`config.mk`:
```
export PLATFORM = sky130hd
export DESIGN_NAME = mem_port_arbiter
export DESIGN_NICKNAME = d
export VERILOG_FILES = /design/src/rtl/mem_port_arbiter.sv
export SDC_FILE = /design/constraint.sdc
export NUM_CORES = 1
export LEC_CHECK = 0
export ABC_AREA = 1
export CORE_MARGIN = 2
export CORE_UTILIZATION = 47
export DETAILED_ROUTE_END_ITERATION = 12
export PLACE_DENSITY = 0.85
export RECOVER_POWER = 50
export SLEW_MARGIN = 20
export SYNTH_ARGS = -nofsm -noshare
export SYNTH_HDL_FRONTEND = slang
export SYNTH_SLANG_ARGS = --single-unit
```
`constraint.sdc`:
```
create_clock -name clk -period 5.04 [get_ports clk]
set_clock_uncertainty 0.15 [all_clocks]
set_input_delay 0.504 -clock clk [delete_from_list [all_inputs] [get_ports clk]]
set_output_delay 0.504 -clock clk [all_outputs]
set_load 0.01 [all_outputs]
```
`src/rtl/mem_port_arbiter.sv`:
```
// Arbitrates one single-ported memory between instruction fetch and data ports; data has priority, IF is starvation-guarded.
// Latency: grant in IDLE, mem_req next cycle, ready one cycle after ack/timeout; requesters stall until their ready pulse.
module mem_port_arbiter #(
  parameter int ADDR_WIDTH   = 32,
  parameter int STARVE_LIMIT = 4,
  parameter int TIMEOUT      = 255
) (
  input  logic                  clk,
  input  logic                  rst_n,
  input  logic                  if_req,
  input  logic [ADDR_WIDTH-1:0] if_addr,
  output logic [31:0]           if_rdata,
  output logic                  if_ready,
  output logic                  if_stall,
  input  logic                  dm_ren,
  input  logic                  dm_wen,
  input  logic [ADDR_WIDTH-1:0] dm_addr,
  input  logic [31:0]           dm_wdata,
  output logic [31:0]           dm_rdata,
  output logic                  dm_ready,
  output logic                  dm_stall,
  output logic                  mem_req,
  output logic                  mem_we,
  output logic [ADDR_WIDTH-1:0] mem_addr,
  output logic [31:0]           mem_wdata,
  input  logic [31:0]           mem_rdata,
  input  logic                  mem_ack,
  output logic                  owner,
  output logic                  bus_err,
  input  logic                  err_clr
);

  localparam logic [1:0] ST_IDLE = 2'd0;
  localparam logic [1:0] ST_BUSY = 2'd1;
  localparam logic [1:0] ST_DONE = 2'd2;

  localparam logic [3:0] STARVE_MAX = 4'(STARVE_LIMIT);
  localparam logic [7:0] TMO_LAST   = 8'(TIMEOUT - 1);

  logic [1:0] state;
  logic [3:0] starve_cnt;
  logic [7:0] tmo_cnt;
  logic       dm_any;
  logic       grant_if;
  logic       grant_dm;
  logic       timeout_hit;

  assign dm_any = dm_ren | dm_wen;

  always_comb begin
    grant_if = 1'b0;
    grant_dm = 1'b0;
    if (state == ST_IDLE) begin
      if (dm_any && if_req && (starve_cnt == STARVE_MAX)) grant_if = 1'b1;
      else if (dm_any)                                    grant_dm = 1'b1;
      else if (if_req)                                    grant_if = 1'b1;
    end
  end

  // tmo_cnt counts completed BUSY cycles, so the last allowed cycle is TIMEOUT-1
  assign timeout_hit = (state == ST_BUSY) && !mem_ack && (tmo_cnt == TMO_LAST);

  assign if_stall = if_req & ~if_ready;
  assign dm_stall = dm_any & ~dm_ready;

  always_ff @(posedge clk or negedge rst_n) begin
    if (!rst_n) begin
      state      <= ST_IDLE;
      starve_cnt <= 4'd0;
      tmo_cnt    <= 8'd0;
      mem_req    <= 1'b0;
      mem_we     <= 1'b0;
      mem_addr   <= '0;
      mem_wdata  <= 32'd0;
      owner      <= 1'b0;
      if_ready   <= 1'b0;
      dm_ready   <= 1'b0;
      if_rdata   <= 32'd0;
      dm_rdata   <= 32'd0;
      bus_err    <= 1'b0;
    end else begin
      if_ready <= 1'b0;
      dm_ready <= 1'b0;
      case (state)
        ST_IDLE: begin
          if (grant_if || grant_dm) begin
            state    <= ST_BUSY;
            mem_req  <= 1'b1;
            owner    <= grant_dm;
            mem_we   <= grant_dm & dm_wen;
            mem_addr <= grant_dm ? dm_addr : if_addr;
            if (grant_dm) mem_wdata <= dm_wdata;
          end
          if (!if_req || grant_if)
            starve_cnt <= 4'd0;
          else if (grant_dm && (starve_cnt < STARVE_MAX))
            starve_cnt <= starve_cnt + 4'd1;
        end
        ST_BUSY: begin
          if (mem_ack || timeout_hit) begin
            state   <= ST_DONE;
            mem_req <= 1'b0;
            tmo_cnt <= 8'd0;
            if (owner) dm_ready <= 1'b1;
            else       if_ready <= 1'b1;
            // aborted reads return zero so a stale word is never mistaken for data
            if (!mem_we) begin
              if (owner) dm_rdata <= mem_ack ? mem_rdata : 32'd0;
              else       if_rdata <= mem_ack ? mem_rdata : 32'd0;
            end
          end else begin
            tmo_cnt <= tmo_cnt + 8'd1;
          end
        end
        default: state <= ST_IDLE;
      endcase
      if (timeout_hit)  bus_err <= 1'b1;
      else if (err_clr) bus_err <= 1'b0;
    end
  end

endmodule

```
==> out/results.md <==
• **Seq/Total Area, Yosys** 56.7%
• **buffer and inverter count on the worst path** 4
• **CP required** 5.41 ns
• **vias post-DR** 6409
• **layout filler cell count** 1011
• **maximum number of pins on one net before global-route repair** 110
• **per-cell routed wire length** 16.1 um
• **most frequent cells in the layout** sky130_fd_sc_hd__nand2_1 (285), sky130_fd_sc_hd__nand3_1 (199), sky130_fd_sc_hd__clkdlybuf4s50_1 (163)
• **worst setup slack for register-to-register paths** 2.34 ns
• **Post-synth EDFFs** 0
• **width of the chip** 122 um
• **maximum VDD drop** 0.000357 V
• **H-tree Lvls** 4
• **start of the worst register-to-register path** tmo_cnt[0]
• **post-CTS setup buffers** 0
• **relative slew slack** -67.8%
• **share of the cycle needed by the critical path after routing** 67.3%
• **RD Place Congestion** 0.784
• **hpwl dp** 13.4 mm
• **critical path's slowest cell** sky130_fd_sc_hd__clkbuf_1
• **switching power share of the total** 35.5%
• **remaining routing DRC violations** 0
• **violated checks** max-capacitance violations, max-slew violations
• **vias in the first global route** 6156
• **Hold Path Depth** 2
• **Setup CP Type** primary input to async pin
• **CTS tree** done
• **I/O pin cnt** 271
• **Final Setup Violations** 0
• **maximum fanout along the worst path** 65
• **Final ANT Viol Nets** 0
• **cell area after synthesis** 0.00653 mm^2
• **Worst-Skew Late Latency** 0.42 ns
• **Net Sw Power** 2.01 mW
• **fraction of registers with async set/reset** 100%
• **iteration count of the initial detailed-routing pass** 8
• **slew at the pin closest to its max-slew limit** 2.52 ns
• **kind of cell with the highest combined delay on the critical path** buffers and inverters
• **total CTS buffers** 17
• **count of standard-cell rows** 43
• **area share of the largest cell type after synthesis** 56.7%
• **Core ar.** 0.0137 mm^2
• **die extent in y** 122 um
• **most area-hungry cell type in the Yosys netlist** sky130_fd_sc_hd__dfrtp_1
• **cts hold-fix bufs** 0
• **crit end category** async pin
• **total congestion overflow after global routing** 0
• **combinational share of power** 40.9%
• **final net count** 1176
• **number of synthesized register bits** 148
• **top flip-flop cell by instance count after synthesis** sky130_fd_sc_hd__dfrtp_1
• **number of maximum-capacitance violations** 1
• **crit-path cells** dlygate4sd3_1 > clkbuf_1 > buf_16 > buf_4
• **number of standard cells after synthesis** 787
• **Area growth, synth to finish** 53.0%
• **Reg2Reg Capture Point** if_rdata[4]
• **count of final hold-check violations** 0
• **Max Clk Rate** 295 MHz
• **# placed instances** 1196
• **path class of the lowest-slack min-delay path** register to register
• **Final Critical Period** 3.39 ns
• **Root Driver** sky130_fd_sc_hd__clkbuf_16
• **total wire length after detailed routing** 19.8 mm
• **sink of the worst hold path** mem_wdata[17]
• **Register-to-Register Path Depth** 9
• **part of the total power dissipated in sequential elements** 34.9%
• **total power density per cell area** 565 mW/mm^2
• **signal arrival time at the worst endpoint** 3.77 ns
• **maximum root-to-sink buffer count** 2
• **top cells by area in the synthesized netlist** sky130_fd_sc_hd__dfrtp_1 (57%), sky130_fd_sc_hd__nand2_1 (17%), sky130_fd_sc_hd__nand3_1 (15%)
• **Clk pin slew, worst setup/hold paths** 0.06 ns
• **RSZ-0062 raised after global routing** false
• **die area** 0.0148 mm^2
• **kind of launch point of the worst setup path** primary input
• **Net Count, Synth** 926
• **YS warnings** 0
• **Num Clock Sinks** 148
• **internal power** 3.64 mW
• **antenna diode count** 0
• **Initial Utilization** 47.6%
• **per-instance average area after synthesis** 8.29 um^2
• **beginning of the worst hold path** mem_wdata[17]
• **non-filler cells in the finished layout** 1229
• **clock share of power** 24.3%
• **vias per std cell** 5.21
• **GRT Resource Usage Total** 27.2%
• **Leakage Power** 5.19 nW
• **total count of max-transition violations in the final report** 45
• **TNS Setup** 0 ns
• **# resized after CTS** 0
• **Max stage delay on crit path** 1.78 ns
• **antenna violations before repair** 0
• **run status** finished, violations left
• **# port buffers** 270
• **initial DRC count** 599
• **most common library cell in the layout ignoring fill and taps** sky130_fd_sc_hd__nand2_1
• **number of distinct standard cells referenced by the synthesized netlist** 23
• **wire length of the first global-routing pass** 31.3 mm
• **fraction of layout cells with a size suffix above 1** 4.77%
• **Total Power Consumption** 5.64 mW
[worst max-delay path by stage]
stage / from / cells after the start / end / slack (ns)
floorplan: starve_cnt[0] / 9 / mem_addr[0] / 3.37
global placement: mem_ack / 7 / dm_rdata[23] / 1.54
detailed placement: mem_ack / 7 / dm_rdata[24] / 1.47
CTS: mem_ack / 7 / dm_rdata[8] / 1.86
global route: rst_n / 4 / dm_rdata[24] / 1.16
finish: rst_n / 4 / mem_we / 1.65
[Yosys cell counts (2+ instances only)]
| cell type | n |
|---|---|
| sky130_fd_sc_hd__a21oi_1 | 4 |
| sky130_fd_sc_hd__buf_2 | 14 |
| sky130_fd_sc_hd__buf_6 | 6 |
| sky130_fd_sc_hd__clkbuf_1 | 29 |
| sky130_fd_sc_hd__dfrtp_1 | 148 |
| sky130_fd_sc_hd__ha_1 | 4 |
| sky130_fd_sc_hd__inv_1 | 56 |
| sky130_fd_sc_hd__nand2_1 | 289 |
| sky130_fd_sc_hd__nand3_1 | 199 |
| sky130_fd_sc_hd__nand4_1 | 4 |
| sky130_fd_sc_hd__nor2_1 | 16 |
| sky130_fd_sc_hd__nor3_1 | 2 |
| sky130_fd_sc_hd__o21ai_0 | 4 |
| sky130_fd_sc_hd__xor2_1 | 3 |
[power groups by stage]
stage / clock, mW / sequential (mW) / combinational (mW)
2_1_floorplan: 0 / 2.17 / 0.889
3_3_place_gp: 0 / 1.98 / 2.38
3_5_place_dp: 0 / 1.99 / 2.44
4_1_cts: 1.39 / 1.98 / 2.45
5_1_grt: 1.45 / 2.02 / 2.53
6_report: 1.37 / 1.97 / 2.31
[logic make-up (layout without fill, tap and decap cells)]
logic type	Yosys count	count (layout)	share of synthesized area, %
and+or+nand+nor	514	514	33.8
buffers and inverters	106	368	7.11
DFF	148	148	56.7
xor gates and xnor gates	3	3	0.403
adders and majority gates	4	4	0.767
AOI/OAI and AO/OA	12	12	1.15
[worst min-delay path, delay by kind of cell, from the launching register on]
family           cells  cell delay (ns)
DFF                  1             0.34
and+or+nand+nor      2             0.10
[flip-flops by register name, indices dropped and copies added, names as in the netlist]
signal and cells:
dm_rdata 32, if_rdata 32, mem_addr 32, mem_wdata 32, tmo_cnt 8, starve_cnt 4, state 2, bus_err 1
dm_ready 1, if_ready 1, mem_req 1, mem_we 1, owner 1
[area by class of cell]
type                            instances  area (um^2)  share of cell area, %
Clock inverter                         10          179                   1.79
Tap cell                              180          225                   2.26
Multi-Input combinational cell        533         2400                   24.0
Timing Repair Buffer                  281         2810                   28.1
Inverter                               56          210                   2.10
Clock buffer                           21          460                   4.61
Sequential cell                       148         3700                   37.1
[routing by layer]
metal	up-vias	GRT usage, %	part of all wire [%]
li1	3025	-	-
met2	303	44.4	50
met5	-	0	0
met1	3041	34.0	38
met3	40	8.24	9.5
met4	0	11.0	2.7
[stage by stage]
step | cell area (um^2) | worst slack [ns] | hold WS [ns] | util, %
global placement | 9290 | 1.54 | 0.302 | 67.7
CTS | 9950 | 1.86 | 0.123 | 72.5
floorplan | 6530 | 3.37 | 0.0584 | -
detailed placement | 9310 | 1.47 | 0.307 | 67.8
global route | 9990 | 1.16 | 0.337 | 72.8
finish | 9990 | 1.65 | 0.315 | 72.8
(Power assumes the default switching activity.)
